--- src/rtl/weight_load_sequencer_if.sv ---
// Stream-in / strobe-out bundle between the host configuration path and the
// weight load sequencer. The master side feeds words; the slave side is the sequencer.
interface weight_load_sequencer_if #(
   parameter int DATA_WIDTH = 32
);
   logic                  start;
   logic [DATA_WIDTH-1:0] s_data;
   logic                  s_valid;
   logic                  s_ready;
   logic [31:0]           config_layer_num;
   logic [31:0]           config_neuron_num;
   logic                  weightValid;
   logic [DATA_WIDTH-1:0] weightValue;
   logic                  biasValid;
   logic [DATA_WIDTH-1:0] biasValue;
   logic                  busy;
   logic                  done;

   modport master (
      output start, s_data, s_valid,
      input  s_ready, config_layer_num, config_neuron_num,
             weightValid, weightValue, biasValid, biasValue, busy, done
   );

   modport slave (
      input  start, s_data, s_valid,
      output s_ready, config_layer_num, config_neuron_num,
             weightValid, weightValue, biasValid, biasValue, busy, done
   );
endinterface

--- src/rtl/weight_load_sequencer.sv ---
// Weight/bias preload sequencer for the 4-layer DNN datapath.
// Consumes one flat word stream (per layer, per neuron: NW weights then one bias)
// and emits registered weight/bias strobes with coherent layer/neuron tags.
module weight_load_sequencer #(
   parameter int DATA_WIDTH = 32,
   parameter int CNT_WIDTH  = 16,
   parameter int NN1 = 30,
   parameter int NN2 = 30,
   parameter int NN3 = 10,
   parameter int NN4 = 10,
   parameter int NW1 = 784,
   parameter int NW2 = 30,
   parameter int NW3 = 30,
   parameter int NW4 = 10
) (
   input logic                    clk,
   input logic                    rst,
   weight_load_sequencer_if.slave bus
);

   typedef enum logic [1:0] {
      IDLE,
      WEIGHT,
      BIAS,
      DONE
   } state_t;

   state_t state, state_next;

   logic [2:0]            layer, layer_next;
   logic [CNT_WIDTH-1:0]  neuron, neuron_next;
   logic [CNT_WIDTH-1:0]  wcnt, wcnt_next;
   logic [CNT_WIDTH-1:0]  nw_cur, nn_cur;

   logic                  ready, ready_next;
   logic                  busy, busy_next;
   logic                  done, done_next;
   logic                  wvalid, wvalid_next;
   logic                  bvalid, bvalid_next;
   logic [DATA_WIDTH-1:0] wvalue, wvalue_next;
   logic [DATA_WIDTH-1:0] bvalue, bvalue_next;
   logic [31:0]           layer_tag, layer_tag_next;
   logic [31:0]           neuron_tag, neuron_tag_next;

   logic                  beat;

   // A beat is a word accepted this cycle; ready is a flop, so no path from s_valid to s_ready.
   assign beat = bus.s_valid && ready;

   // Per-layer geometry lookup: weights per neuron and neuron count for the active layer.
   always_comb begin
      nw_cur = CNT_WIDTH'(NW1);
      nn_cur = CNT_WIDTH'(NN1);
      case (layer)
         3'd2: begin
            nw_cur = CNT_WIDTH'(NW2);
            nn_cur = CNT_WIDTH'(NN2);
         end
         3'd3: begin
            nw_cur = CNT_WIDTH'(NW3);
            nn_cur = CNT_WIDTH'(NN3);
         end
         3'd4: begin
            nw_cur = CNT_WIDTH'(NW4);
            nn_cur = CNT_WIDTH'(NN4);
         end
         default: begin
            nw_cur = CNT_WIDTH'(NW1);
            nn_cur = CNT_WIDTH'(NN1);
         end
      endcase
   end

   // Next-state, counter and output computation; everything is registered together below.
   always_comb begin
      state_next      = state;
      layer_next      = layer;
      neuron_next     = neuron;
      wcnt_next       = wcnt;
      busy_next       = busy;
      done_next       = 1'b0;
      wvalid_next     = 1'b0;
      bvalid_next     = 1'b0;
      wvalue_next     = wvalue;
      bvalue_next     = bvalue;
      layer_tag_next  = layer_tag;
      neuron_tag_next = neuron_tag;

      case (state)
         IDLE: begin
            if (bus.start) begin
               state_next  = WEIGHT;
               layer_next  = 3'd1;
               neuron_next = '0;
               wcnt_next   = '0;
               busy_next   = 1'b1;
            end
         end

         WEIGHT: begin
            if (beat) begin
               wvalid_next     = 1'b1;
               wvalue_next     = bus.s_data;
               layer_tag_next  = 32'(layer);
               neuron_tag_next = 32'(neuron);
               if (wcnt == nw_cur - 1'b1) begin
                  wcnt_next  = '0;
                  state_next = BIAS;
               end else begin
                  wcnt_next = wcnt + 1'b1;
               end
            end
         end

         BIAS: begin
            if (beat) begin
               bvalid_next     = 1'b1;
               bvalue_next     = bus.s_data;
               layer_tag_next  = 32'(layer);
               neuron_tag_next = 32'(neuron);
               if (neuron < nn_cur - 1'b1) begin
                  neuron_next = neuron + 1'b1;
                  state_next  = WEIGHT;
               end else if (layer < 3'd4) begin
                  layer_next  = layer + 3'd1;
                  neuron_next = '0;
                  state_next  = WEIGHT;
               end else begin
                  state_next = DONE;
               end
            end
         end

         DONE: begin
            done_next  = 1'b1;
            busy_next  = 1'b0;
            state_next = IDLE;
         end

         default: begin
            state_next = IDLE;
         end
      endcase

      ready_next = (state_next == WEIGHT) || (state_next == BIAS);
   end

   // State, counters and all outputs; async reset abandons any load in progress.
   always_ff @(posedge clk or posedge rst) begin
      if (rst) begin
         state      <= IDLE;
         layer      <= '0;
         neuron     <= '0;
         wcnt       <= '0;
         ready      <= 1'b0;
         busy       <= 1'b0;
         done       <= 1'b0;
         wvalid     <= 1'b0;
         bvalid     <= 1'b0;
         wvalue     <= '0;
         bvalue     <= '0;
         layer_tag  <= '0;
         neuron_tag <= '0;
      end else begin
         state      <= state_next;
         layer      <= layer_next;
         neuron     <= neuron_next;
         wcnt       <= wcnt_next;
         ready      <= ready_next;
         busy       <= busy_next;
         done       <= done_next;
         wvalid     <= wvalid_next;
         bvalid     <= bvalid_next;
         wvalue     <= wvalue_next;
         bvalue     <= bvalue_next;
         layer_tag  <= layer_tag_next;
         neuron_tag <= neuron_tag_next;
      end
   end

   assign bus.s_ready           = ready;
   assign bus.busy              = busy;
   assign bus.done              = done;
   assign bus.weightValid       = wvalid;
   assign bus.weightValue       = wvalue;
   assign bus.biasValid         = bvalid;
   assign bus.biasValue         = bvalue;
   assign bus.config_layer_num  = layer_tag;
   assign bus.config_neuron_num = neuron_tag;

endmodule

--- src/flat_wrapper.sv ---
// flat-port wrapper written by rule: the top's interface ports become plain ports
module weight_load_sequencer_flat 
#(
   parameter int DATA_WIDTH = 32,
   parameter int CNT_WIDTH  = 16,
   parameter int NN1 = 30,
   parameter int NN2 = 30,
   parameter int NN3 = 10,
   parameter int NN4 = 10,
   parameter int NW1 = 784,
   parameter int NW2 = 30,
   parameter int NW3 = 30,
   parameter int NW4 = 10
)
  (clk, rst, bus_start, bus_s_data, bus_s_valid, bus_s_ready, bus_config_layer_num, bus_config_neuron_num, bus_weightValid, bus_weightValue, bus_biasValid, bus_biasValue, bus_busy, bus_done);
  weight_load_sequencer_if #(.DATA_WIDTH(DATA_WIDTH)) bus_i ();
  input logic clk;
  input logic rst;
  input wire logic [$bits(bus_i.start)-1:0] bus_start;
  input wire logic [$bits(bus_i.s_data)-1:0] bus_s_data;
  input wire logic [$bits(bus_i.s_valid)-1:0] bus_s_valid;
  output wire logic [$bits(bus_i.s_ready)-1:0] bus_s_ready;
  output wire logic [$bits(bus_i.config_layer_num)-1:0] bus_config_layer_num;
  output wire logic [$bits(bus_i.config_neuron_num)-1:0] bus_config_neuron_num;
  output wire logic [$bits(bus_i.weightValid)-1:0] bus_weightValid;
  output wire logic [$bits(bus_i.weightValue)-1:0] bus_weightValue;
  output wire logic [$bits(bus_i.biasValid)-1:0] bus_biasValid;
  output wire logic [$bits(bus_i.biasValue)-1:0] bus_biasValue;
  output wire logic [$bits(bus_i.busy)-1:0] bus_busy;
  output wire logic [$bits(bus_i.done)-1:0] bus_done;
  assign bus_i.start = bus_start;
  assign bus_i.s_data = bus_s_data;
  assign bus_i.s_valid = bus_s_valid;
  assign bus_s_ready = bus_i.s_ready;
  assign bus_config_layer_num = bus_i.config_layer_num;
  assign bus_config_neuron_num = bus_i.config_neuron_num;
  assign bus_weightValid = bus_i.weightValid;
  assign bus_weightValue = bus_i.weightValue;
  assign bus_biasValid = bus_i.biasValid;
  assign bus_biasValue = bus_i.biasValue;
  assign bus_busy = bus_i.busy;
  assign bus_done = bus_i.done;
  weight_load_sequencer #(.DATA_WIDTH(DATA_WIDTH), .CNT_WIDTH(CNT_WIDTH), .NN1(NN1), .NN2(NN2), .NN3(NN3), .NN4(NN4), .NW1(NW1), .NW2(NW2), .NW3(NW3), .NW4(NW4)) u_core (.clk(clk), .rst(rst), .bus(bus_i));
endmodule
--- config.mk ---
export PLATFORM = sky130hd
export DESIGN_NAME = weight_load_sequencer_flat
export DESIGN_NICKNAME = d
export VERILOG_FILES = /design/src/rtl/weight_load_sequencer_if.sv /design/src/rtl/weight_load_sequencer.sv /design/src/flat_wrapper.sv
export SDC_FILE = /design/constraint.sdc
export NUM_CORES = 1
export LEC_CHECK = 0
export BUFFER_PORTS_ARGS = -buffer_cell sky130_fd_sc_hd__clkbuf_2
export CAP_MARGIN = 20
export CORE_AREA = 2 2 114 116
export CTS_CLUSTER_DIAMETER = 200
export DETAILED_ROUTE_END_ITERATION = 16
export DIE_AREA = 0 0 116 118
export MAX_ROUTING_LAYER = met4
export PLACE_DENSITY_LB_ADDON = 0.1
export SYNTH_ARGS = -nofsm -noshare
export SYNTH_HDL_FRONTEND = slang
export SYNTH_SLANG_ARGS = --single-unit
export TNS_END_PERCENT = 20
--- constraint.sdc ---
create_clock -name clk -period 3.6 [get_ports clk]
set_input_delay 0.18 -clock clk [delete_from_list [all_inputs] [get_ports clk]]
set_output_delay 0.18 -clock clk [all_outputs]
set_load 0.01 [all_outputs]
[Word level (Yosys, flattened, before mapping)]
Cells that the tools add are included.
Storage, ports and cells
  logic and storage cells: 79
  output and inout bits: 133
  register bits after elaboration: 125
  input bits: 36
Cells by class
  magnitude comparators: 2
  muxes and demuxes: 28
  reductions and logical operators: 16
  $add $sub $neg: 5
  equal/unequal tests: 15
Operator list (number)
  two-way mux 16 bit: 6
  case mux 16 bit (2 select lines): 2
  adder 16 x 1 -> 16 bit, second input constant: 2
  case mux 10 bit (2 select lines): 1
  == test 16 bit: 1
  < comparator 16 bit: 1
  two-way mux 2 bit: 6
  two-way mux 3 bit: 4
  subtractor 10 x 1 -> 11 bit, second input constant: 1
  case mux 2 bit (4 select lines): 1
  AND reduction 2 bit: 4
  == test 2 bit, second input constant: 3
  == test 3 x 2 -> 1 bit, second input constant: 2
  inequality test 2 x 1 -> 1 bit, second input constant: 3
  case mux 3 bit (2 select lines): 1
  nonzero test 2 bit: 3
  OR reduction 2 bit: 3
  subtractor 5 x 1 -> 6 bit, second input constant: 1
  two-way mux 1 bit: 5
  two-way mux 5 bit: 1
  AND reduction 5 bit: 1
  == test 2 x 1 -> 1 bit, second input constant: 2
  inequality test 2 bit, second input constant: 2
  AND reduction 4 bit: 1
  9 further kinds: 9

[Logic depth before layout (Yosys ltp)]
Gate-level depths: netlist of run 1.
  depth after elaboration: 10
  gate-level depth with buffers: 11
  depth with buffers taken out: 10

[Worst setup path before layout of run 1]
No wires, ideal clock.
  path type: register -> register
  start: register u_core.layer[1]
  end: register u_core.ready (netlist: u_core.bus.s_ready)
  data arrival time: 2.687 ns
  library setup time: 0.126 ns
  required time: 3.474 ns
  stages on the path, launching flop included: 12
  clock period less this slack: 2.813 ns
  buffers on the path: 1
  setup slack: 0.787 ns
  cells stage by stage: dfrtp_1 -> ha_1 -> nor2b_1 -> a21o_1 -> ha_1 -> nor2b_1 -> o211a_1 -> or4_4 -> buf_6 -> a211o_1 -> a311oi_2 -> nor3b_2
Between the ends
  word-level cells in the longest chain between the ends: 10
  elaborated cells on any way between the ends: 21
  classes of those cells: add/sub (2); order compare (2); eq/ne (6); mux (8); reduce/logical (3)
RTL lines
  start: declaration: RTL line weight_load_sequencer.sv:30  | logic [2:0] layer, layer_next;
  start signal: assignment: RTL line weight_load_sequencer.sv:166  | layer <= layer_next;
  == test 3 x 2 -> 1 bit or == test 3 bit (tied branches): RTL line weight_load_sequencer.sv:54  | case (layer)
  OR reduction 2 bit (no line)
  two-way mux 5 bit or case mux 10 bit (2 select lines) (tied branches): RTL line weight_load_sequencer.sv:54
  subtractor 5 x 1 -> 6 bit or subtractor 10 x 1 -> 11 bit (tied branches): RTL line weight_load_sequencer.sv:121, weight_load_sequencer.sv:106
  < comparator 16 bit or == test 16 bit (tied branches): RTL line weight_load_sequencer.sv:121, weight_load_sequencer.sv:106
  two-way mux 2 bit (on tied branches): RTL line weight_load_sequencer.sv:121, weight_load_sequencer.sv:106
  two-way mux 2 bit (on tied branches): RTL line weight_load_sequencer.sv:116, weight_load_sequencer.sv:101
  case mux 2 bit (4 select lines) *: RTL line weight_load_sequencer.sv:89  | case (state)
  == test 2 x 1 -> 1 bit or == test 2 bit (tied branches): RTL line weight_load_sequencer.sv:145  | ready_next = (state_next == WEIGHT) || (state_next == BIAS);
  logical OR 1 bit *: RTL line weight_load_sequencer.sv:145
  named net u_core.ready_next: RTL line weight_load_sequencer.sv:35  | logic ready, ready_next;
  end signal: assignment: RTL line weight_load_sequencer.sv:169  | ready <= ready_next;
  end: declaration: RTL line weight_load_sequencer.sv:35
Mark *: on every way through the listed nets, which the timed path passes. The rest lies on a longest branch.
A chain may end at the register's enable or synchronous reset.

[Worst setup path after layout of run 1]
Same ends and word-level chain as after synthesis.

==> metrics.md, run 1 <==
| Metric | Value |
|---|---|
| Status | complete, no violations |
| Core Rows | 41 |
| Via count | just over 4,000 |
| Hold path endpoint | u_core.bus.weightValue[5] |
| Largest cells by area after synthesis | dfrtp_1 (54%), mux2_2 (15%), buf_4 (5.8%), ha_1 (2.4%), o21ai_0 (1.9%) |
| Post-synth top area share | 0.5409 |
| Core area | around 12,000 µm² |
| Max-Cap Viols | 0 |
| Post-Place Cell Area | ~6400 µm² |
| Via density | 4.970 |
| CTS Sinks | about 130 |
| Remaining Overflow, GRT | 0 |
| Pwr dens | between 400 and 500 nW/µm² |
| Tmin final | between 2 and 3 ns |
| Post-route DRC | 0 |
| Share of cells above drive strength 1 | 0.3831 |
| Max VDD drop | approximately 0.32 mV |
| Fmax achieved | 340.9 MHz |
| Register-to-register setup slack | about 0.67 ns |
| Setup crit start kind | flop |
| Post-DP HPWL | just over 8000 µm |
| Final core utilization | 0.5859 |
| CTS buffer count | 17 |
| Final instance area | slightly above 7000 µm² |
| PnR Total Power | about 3.6 mW |
| CP Data Arrival Time | 3.23 ns |
| Max Slew Vio Count | 0 |
| Hold depth | 2 |
| Synthesized area | around 5800 µm² |
| Final Cycle Share | 0.8149 |
| Top cells by count, synth | dfrtp_1 (125), mux2_2 (78), buf_4 (45) |
| Post-synth EDFFs | 0 |
| Nets | between 600 and 700 |
| Hold Crit Start | bus_s_data[5] |
| Cell family with most CP delay | compound AO/OA/AOI/OAI gates |
| Routed WL | about 12,000 µm |
| Area growth syn-to-layout | 25.77% |
| Die Y | around 120 µm |
| Final Hold Violating Endpoints | 0 |
| Worst path max stage delay | between 0.5 and 0.6 ns |
| Yosys warnings | 0 |
| PortBufs | between 100 and 150 |
| Gates resized, CTS repair | 0 |
| Max-slew headroom | 0.6110 |
| All-Layer GR Usage | 0.1971 |
| TNS Setup | 0 ns |
| Top FF cell, synth | dfrtp_1 |
| DR WL/cell | ~15 µm |
| R2R Path End | u_core.bus.s_ready |
| Antenna cells | 0 |
| Clock Latency Late Sink | roughly 0.42 ns |
| Die Span X | between 100 and 150 µm |
| Io pins | 169 |
| Clock-pin slew on the worst setup and hold paths | about 0.060 ns |
| Slowest CP cell | or4_4 |
| Unique masters post-synth | between 50 and 60 |
| Routability-driven placement congestion ratio | just over 0.8 |
| Synth area leader | dfrtp_1 |
| Register area share after synthesis | 0.5409 |
| Antenna viol nets, final | 0 |
| CTS tree | built |
| Setup violators final | 0 |
| Worst-path fanout max | 5 |
| Mapped Cells | ~490 |
| Unrepaired setup endpoints after global routing | false |
| Initial Utilization | 0.4658 |
| DRT Pass-1 Iters | 4 |
| Initial antenna violation count | 0 |
| Max Clock Skew | around 0.0074 ns |
| Critical path buffer and inverter count | 0 |
| First-pass GRT wire length | 20,480 µm |
| RR Startpoint | u_core.layer[1] |
| Clock buffer depth | 2 |
| Crit path capture type | flop |
| Critical-path cell list | ha_1 -> nor2b_1 -> a21o_1 -> ha_1 -> nor2b_1 -> o211a_1 -> or4_4 -> a211o_1 -> a311oi_2 -> nor3b_2 |
| Top-count cell post-synth | dfrtp_1 |
| Syn_area_per_cell | ~12 µm² |
| Htree depth | 4 |
| Flops & latches, synth | approximately 130 |
| Setup CP Type | flop to flop |
| Initial DRC count | 103 |
| Hold crit path type | primary input to flop |
| Synth async-reset ratio | 1.000 |
| Cells on worst reg2reg path | 10 |
| Root buffer cell | clkbuf_16 |
| Largest net degree at the start of global routing | 84 |
| Leak | about 3.7 nW |
| Vias in the first global route | 4,111 |
| Worst-margin pin slew | a little under 0.6 ns |
| DIE AREA | 13,690 µm² |
| Worst path required time | roughly 3.9 ns |
per-layer routing:
layer	global-route usage	vias to the layer above	routed length (µm)
li1	-	1933	-
met3	0.06694	15	799
met5	-	-	0
met4	0.06027	0	171
met2	0.3019	144	5849
met1	0.2476	1993	5295
final cells by class:
class / count / area, µm²
tap: 172 / 215.2
sequential: 125 / 3128
clock buffer: 21 / 470.5
clock inverter: 10 / 138.9
timing repair buffer: 152 / 908.4
fill: 1039 / 5141
multi-input combinational: 331 / 2369
inverter: 11 / 43.79
power breakdown:
| part | total [mW] | internal [mW] | leakage, nW | switching (mW) |
|---|---|---|---|---|
| clock | 1.75 | 1.14 | 0.287 | 0.612 |
| combinational | 0.300 | 0.135 | 1.76 | 0.164 |
| sequential | 1.54 | 1.47 | 1.62 | 0.0649 |
flip-flops by register name, summed over array words and instances, names as in the netlist:
register and flops:
u_core.state 2, u_core.bus.weightValid 1, u_core.bus.done 1, u_core.wcnt 16
u_core.bus.biasValue 32, u_core.bus.busy 1, u_core.bus.config_layer_num 3, u_core.bus.config_neuron_num 16
u_core.layer 3, u_core.bus.s_ready 1, u_core.bus.weightValue 32, u_core.neuron 16
u_core.bus.biasValid 1
per-stage QoR:
stage                     hold WS, ns  worst slack, ns  cells
after global routing          0.01183           0.5429    822
after detailed placement       0.4300           0.6882    768
after CTS                    0.004001           0.6726    820
after global placement         0.4240           0.7591    768
final                         0.01439           0.6662    822
after floorplan                0.3160          0.09242    529
worst max path at each step:
| stage | startpoint | end | slack (ns) | depth (start not counted) |
|---|---|---|---|---|
| after detailed placement | u_core.layer[1] | u_core.neuron[12] | 0.69 | 10 |
| after global placement | u_core.layer[1] | u_core.bus.s_ready | 0.76 | 10 |
| after floorplan | rst | u_core.bus.biasValid | 0.09 | 1 |
| final | u_core.layer[1] | u_core.bus.s_ready | 0.67 | 10 |
| after CTS | u_core.layer[1] | u_core.neuron[12] | 0.67 | 10 |
| after global routing | u_core.layer[1] | u_core.neuron[12] | 0.54 | 10 |
cell usage in the layout (no fill, tap or decap), types with 5 or more instances in the layout:
master | synthesis | routed
conb_1 | 1 | 45
dfrtp_1 | 125 | 125
o21a_1 | 6 | 6
xor2_1 | 10 | 10
nand4_1 | 9 | 9
clkbuf_16 | 0 | 17
nand2_1 | 26 | 26
xnor2_1 | 6 | 6
buf_4 | 45 | 6
o21ai_0 | 22 | 22
nand3_1 | 18 | 18
nor3_1 | 9 | 9
ha_1 | 11 | 11
inv_1 | 11 | 10
dlygate4sd3_1 | 0 | 22
clkbuf_2 | 0 | 123
mux2_2 | 78 | 78
and3_1 | 5 | 5
nor2_1 | 29 | 29
repair_timing:
| item | 4_1_cts | 5_1_grt |
|---|---|---|
| hold buffers | 21 | 1 |
| setup buffers | 0 | 0 |
| hold endpoints to repair | 31 | 38 |
logic make-up after synthesis:
group | count (synthesis) | share of synthesized area
flops | 125 | 0.5409
other cells | 1 | 0.0006484
fa+ha+maj | 11 | 0.02380
buf+inv | 73 | 0.07810
mux | 79 | 0.1536
simple gates | 123 | 0.1101
compound gates | 57 | 0.06858
xor+xnor | 16 | 0.02423
Note: power is estimated with default switching activity, not from simulation.
==> run 2: changes to the inputs <==
--- a/config.mk
+++ b/config.mk
@@ -7,10 +7,10 @@
 export LEC_CHECK = 0
 export BUFFER_PORTS_ARGS = -buffer_cell sky130_fd_sc_hd__clkbuf_2
 export CAP_MARGIN = 20
-export CORE_AREA = 2 2 114 116
+export CORE_AREA = 2 2 109 111
 export CTS_CLUSTER_DIAMETER = 200
 export DETAILED_ROUTE_END_ITERATION = 16
-export DIE_AREA = 0 0 116 118
+export DIE_AREA = 0 0 111 113
 export MAX_ROUTING_LAYER = met4
 export PLACE_DENSITY_LB_ADDON = 0.1
 export SYNTH_ARGS = -nofsm -noshare
==> constraint.sdc (replaced) <==
create_clock -name clk -period 3.1 [get_ports clk]
set_input_delay 0.155 -clock clk [delete_from_list [all_inputs] [get_ports clk]]
set_output_delay 0.155 -clock clk [all_outputs]
set_load 0.01 [all_outputs]
==> run 2 against run 1 <==
Effect of this change:
- power grew 13%
- first-iteration DRC count increased by 49%
- via count up 2.0%
- die area decreased by 8.4%
- combinational power up 18%
- clock skew decreased by 0.0020 ns
- fmax up 1.2%
- sequential power increased by 16%
- clock power up 10%
- critical path depth unchanged
- worst setup slack got worse by 0.47 ns
- critical path type unchanged
- largest power group unchanged
==> metrics.md, run 2 (synthesis gave the netlist of run 1 again) <==
| Metric | Value |
|---|---|
| CTS buffer count | 17 (unchanged) |
| NetSw | 0.9352 mW (was 0.8410 mW) |
| Largest net degree at the start of global routing | 73 (was 84) |
| Hold depth | 3 (was 2) |
| Htree depth | 4 (unchanged) |
| Fillers | 882 (was 1,039) |
| Remaining Overflow, GRT | 0 (unchanged) |
| Core area | 11,270 µm² (was 12,410 µm²) |
| Max Slew Vio Count | 0 (unchanged) |
| Io pins | 169 (unchanged) |
| Initial Utilization | 0.5130 (was 0.4658) |
| Register-to-register setup slack | 0.20 ns (was 0.67 ns) |
| Max-Cap Viols | 0 (unchanged) |
| Routability-driven placement congestion ratio | 0.8103 (was 0.8090) |
| DRT Pass-1 Iters | 4 (unchanged) |
| Core Rows | 39 (was 41) |
| Hold Crit Start | bus_start (was bus_s_data[5]) |
| Setup CP Type | flop to flop (unchanged) |
| Nets | 697 (was 685) |
| Vias in the first global route | 4,145 (was 4,111) |
| Clock buffer depth | 2 (unchanged) |
| Die Span X | 111 µm (was 116 µm) |
| Switching Fraction | 0.2298 (was 0.2345) |
| Final Hold Violating Endpoints | 0 (unchanged) |
| Root buffer cell | clkbuf_16 (unchanged) |
| Crit path capture type | flop (unchanged) |
| Worst path required time | 3.44 ns (was 3.90 ns) |
| Routed WL | 12,070 µm (was 12,120 µm) |
| Worst-margin pin slew | 0.8789 ns (was 0.5774 ns) |
| Antenna cells | 0 (unchanged) |
| Status | complete, no violations (unchanged) |
| Clk network pwr share | 0.473 (was 0.488) |
| Initial DRC count | 153 (was 103) |
| Share of cells above drive strength 1 | 0.3756 (was 0.3831) |
| Area of the multi-input gates | 2369 µm² (unchanged) |
| R2R Path End | u_core.neuron[12] (was u_core.bus.s_ready) |
| Most Crowded Layer GR | met2 (unchanged) |
| CTS Sinks | 125 (unchanged) |
| Area growth syn-to-layout | 26.31% (was 25.77%) |
| FF+latch area | 3128 µm² (unchanged) |
| Leak | 3.712 nW (was 3.670 nW) |
| Die Y | 113 µm (was 118 µm) |
| DIE AREA | 12,540 µm² (was 13,690 µm²) |
| CP Data Arrival Time | 3.24 ns (was 3.23 ns) |
| Post-Place Cell Area | 6404 µm² (was 6416 µm²) |
| Met3 Use GR | 0.06320 (was 0.06694) |
| Setup Buffers After CTS | 0 (unchanged) |
| Pre-CTS setup slack | 0.2046 ns (was 0.6882 ns) |
| Slowest CP cell | or4_4 (unchanged) |
| Fmax achieved | 344.9 MHz (was 340.9 MHz) |
| Tmin final | 2.900 ns (was 2.934 ns) |
| RR Startpoint | u_core.layer[1] (unchanged) |
| Critical-path cell list | ha_1 -> nor2b_1 -> a21o_1 -> ha_1 -> nor2b_1 -> o211a_1 -> or4_4 -> a211oi_2 -> a41oi_1 -> nor2_1 (was ha_1 -> nor2b_1 -> a21o_1 -> ha_1 -> nor2b_1 -> o211a_1 -> or4_4 -> a211o_1 -> a311oi_2 -> nor3b_2) |
| PortBufs | 123 (unchanged) |
| Hold crit path type | primary input to flop (unchanged) |
| Highest-count cells in the layout ignoring fill and taps | dfrtp_1 (125), clkbuf_2 (123), mux2_2 (78) (unchanged) |
| Internal power | 3.134 mW (was 2.745 mW) |
| Post-route DRC | 0 (unchanged) |
| Max Clock Skew | 0.005384 ns (was 0.007409 ns) |
| Via count | 4,166 (was 4,085) |
| Clock Latency Late Sink | 0.41 ns (was 0.42 ns) |
| Pwr dens | 557.0 nW/µm² (was 493.0 nW/µm²) |
| CTS tree | built (unchanged) |
| Worst setup margin | 0.2005 ns (was 0.6662 ns) |
| Unrepaired setup endpoints after global routing | false (unchanged) |
| PnR Total Power | 4.069 mW (was 3.586 mW) |
| Setup crit start kind | flop (unchanged) |
| Clock-pin slew on the worst setup and hold paths | 0.05 ns (was 0.06 ns) |
| Post-DP HPWL | 8228 µm (was 8245 µm) |
| DR WL/cell | 14.97 µm (was 14.74 µm) |
| Initial antenna violation count | 0 (unchanged) |
| Antenna viol nets, final | 0 (unchanged) |
| Hold path endpoint | u_core.bus.busy (was u_core.bus.weightValue[5]) |
| Max-slew headroom | 0.4141 (was 0.6110) |
| Setup violators final | 0 (unchanged) |
| Most common cell after layout, fill and taps aside | dfrtp_1 (unchanged) |
| Final instance area | 7305 µm² (was 7273 µm²) |
| First-pass GRT wire length | 20,440 µm (was 20,480 µm) |
| Seq pwr share | 0.440 (was 0.429) |
| All-Layer GR Usage | 0.2098 (was 0.1971) |
| Worst-path fanout max | 5 (unchanged) |
| Met2 Usage GRT | 0.3272 (was 0.3019) |
| Worst path max stage delay | 0.55 ns (was 0.54 ns) |
| M1 GR Usage | 0.2596 (was 0.2476) |
| TNS Setup | 0 ns (unchanged) |
| Cells on worst reg2reg path | 10 (unchanged) |
| Combinational Power Share | 0.087 (was 0.084) |
| Final Cycle Share | 0.9353 (was 0.8149) |
| Max VDD drop | 0.5102 mV (was 0.3193 mV) |
| Via density | 5.169 (was 4.970) |
-- run 2: cell count changes in the layout (fill, tap and decap cells not counted), moves of 3 or more --
cell / change
buf_4: +3
clkbuf_1: +3
clkinv_2: +3
clkinvlp_4: -3
dlygate4sd3_1: +10
-- run 2: stage by stage --
step	util	cells	hold WS (ns)
after floorplan	-	529	0.2910
after global placement	0.5681	742	0.3970
after detailed placement	0.5681	742	0.4065
after CTS	0.6480	806	0.001157
after global routing	0.6480	806	0.007116
final	0.6480	806	0.01371
-- run 2: power groups by stage --
stage	sequential [mW]	combinational (mW)	clock, mW
2_1_floorplan	1.81	0.245	0
3_3_place_gp	1.81	0.318	0
3_5_place_dp	1.81	0.322	0
4_1_cts	1.79	0.355	1.96
5_1_grt	1.80	0.398	2.04
6_report	1.79	0.353	1.93
-- run 2: layout make-up --
class | count | share of cell area
timing repair buffer | 164 | 0.1374
clock inverter | 7 | 0.01165
tap | 143 | 0.02449
inverter | 11 | 0.006166
sequential | 125 | 0.4282
multi-input combinational | 331 | 0.3243
clock buffer | 25 | 0.06783
-- run 2: critical path, delay by kind of cell, from the launching register on --
family / cells / cell delay (ns)
fa+ha+maj: 2 / 0.48
flops: 1 / 0.41
compound gates: 4 / 1.02
simple gates: 4 / 0.92
-- run 2: worst max-delay path by stage --
stage / start / endpoint / slack (ns)
after global routing: u_core.layer[1] / u_core.neuron[12] / 0.03
after CTS: u_core.layer[1] / u_core.bus.s_ready / 0.20
after floorplan: u_core.layer[1] / u_core.bus.s_ready / 0.29
final: u_core.layer[1] / u_core.neuron[12] / 0.20
after detailed placement: u_core.layer[1] / u_core.bus.s_ready / 0.20
after global placement: u_core.layer[1] / u_core.neuron[12] / 0.26
-- run 2: routing by layer --
metal	wire length, µm	vias to the layer above
met3	734	23
met2	5845	130
met4	230	0
met1	5259	2061
met5	0	-
li1	-	1952
-- run 2: timing repair --
item                      in CTS  in global routing
hold endpoints to repair     114                  0
hold buffers                  32                  0
resized for setup              0                  0
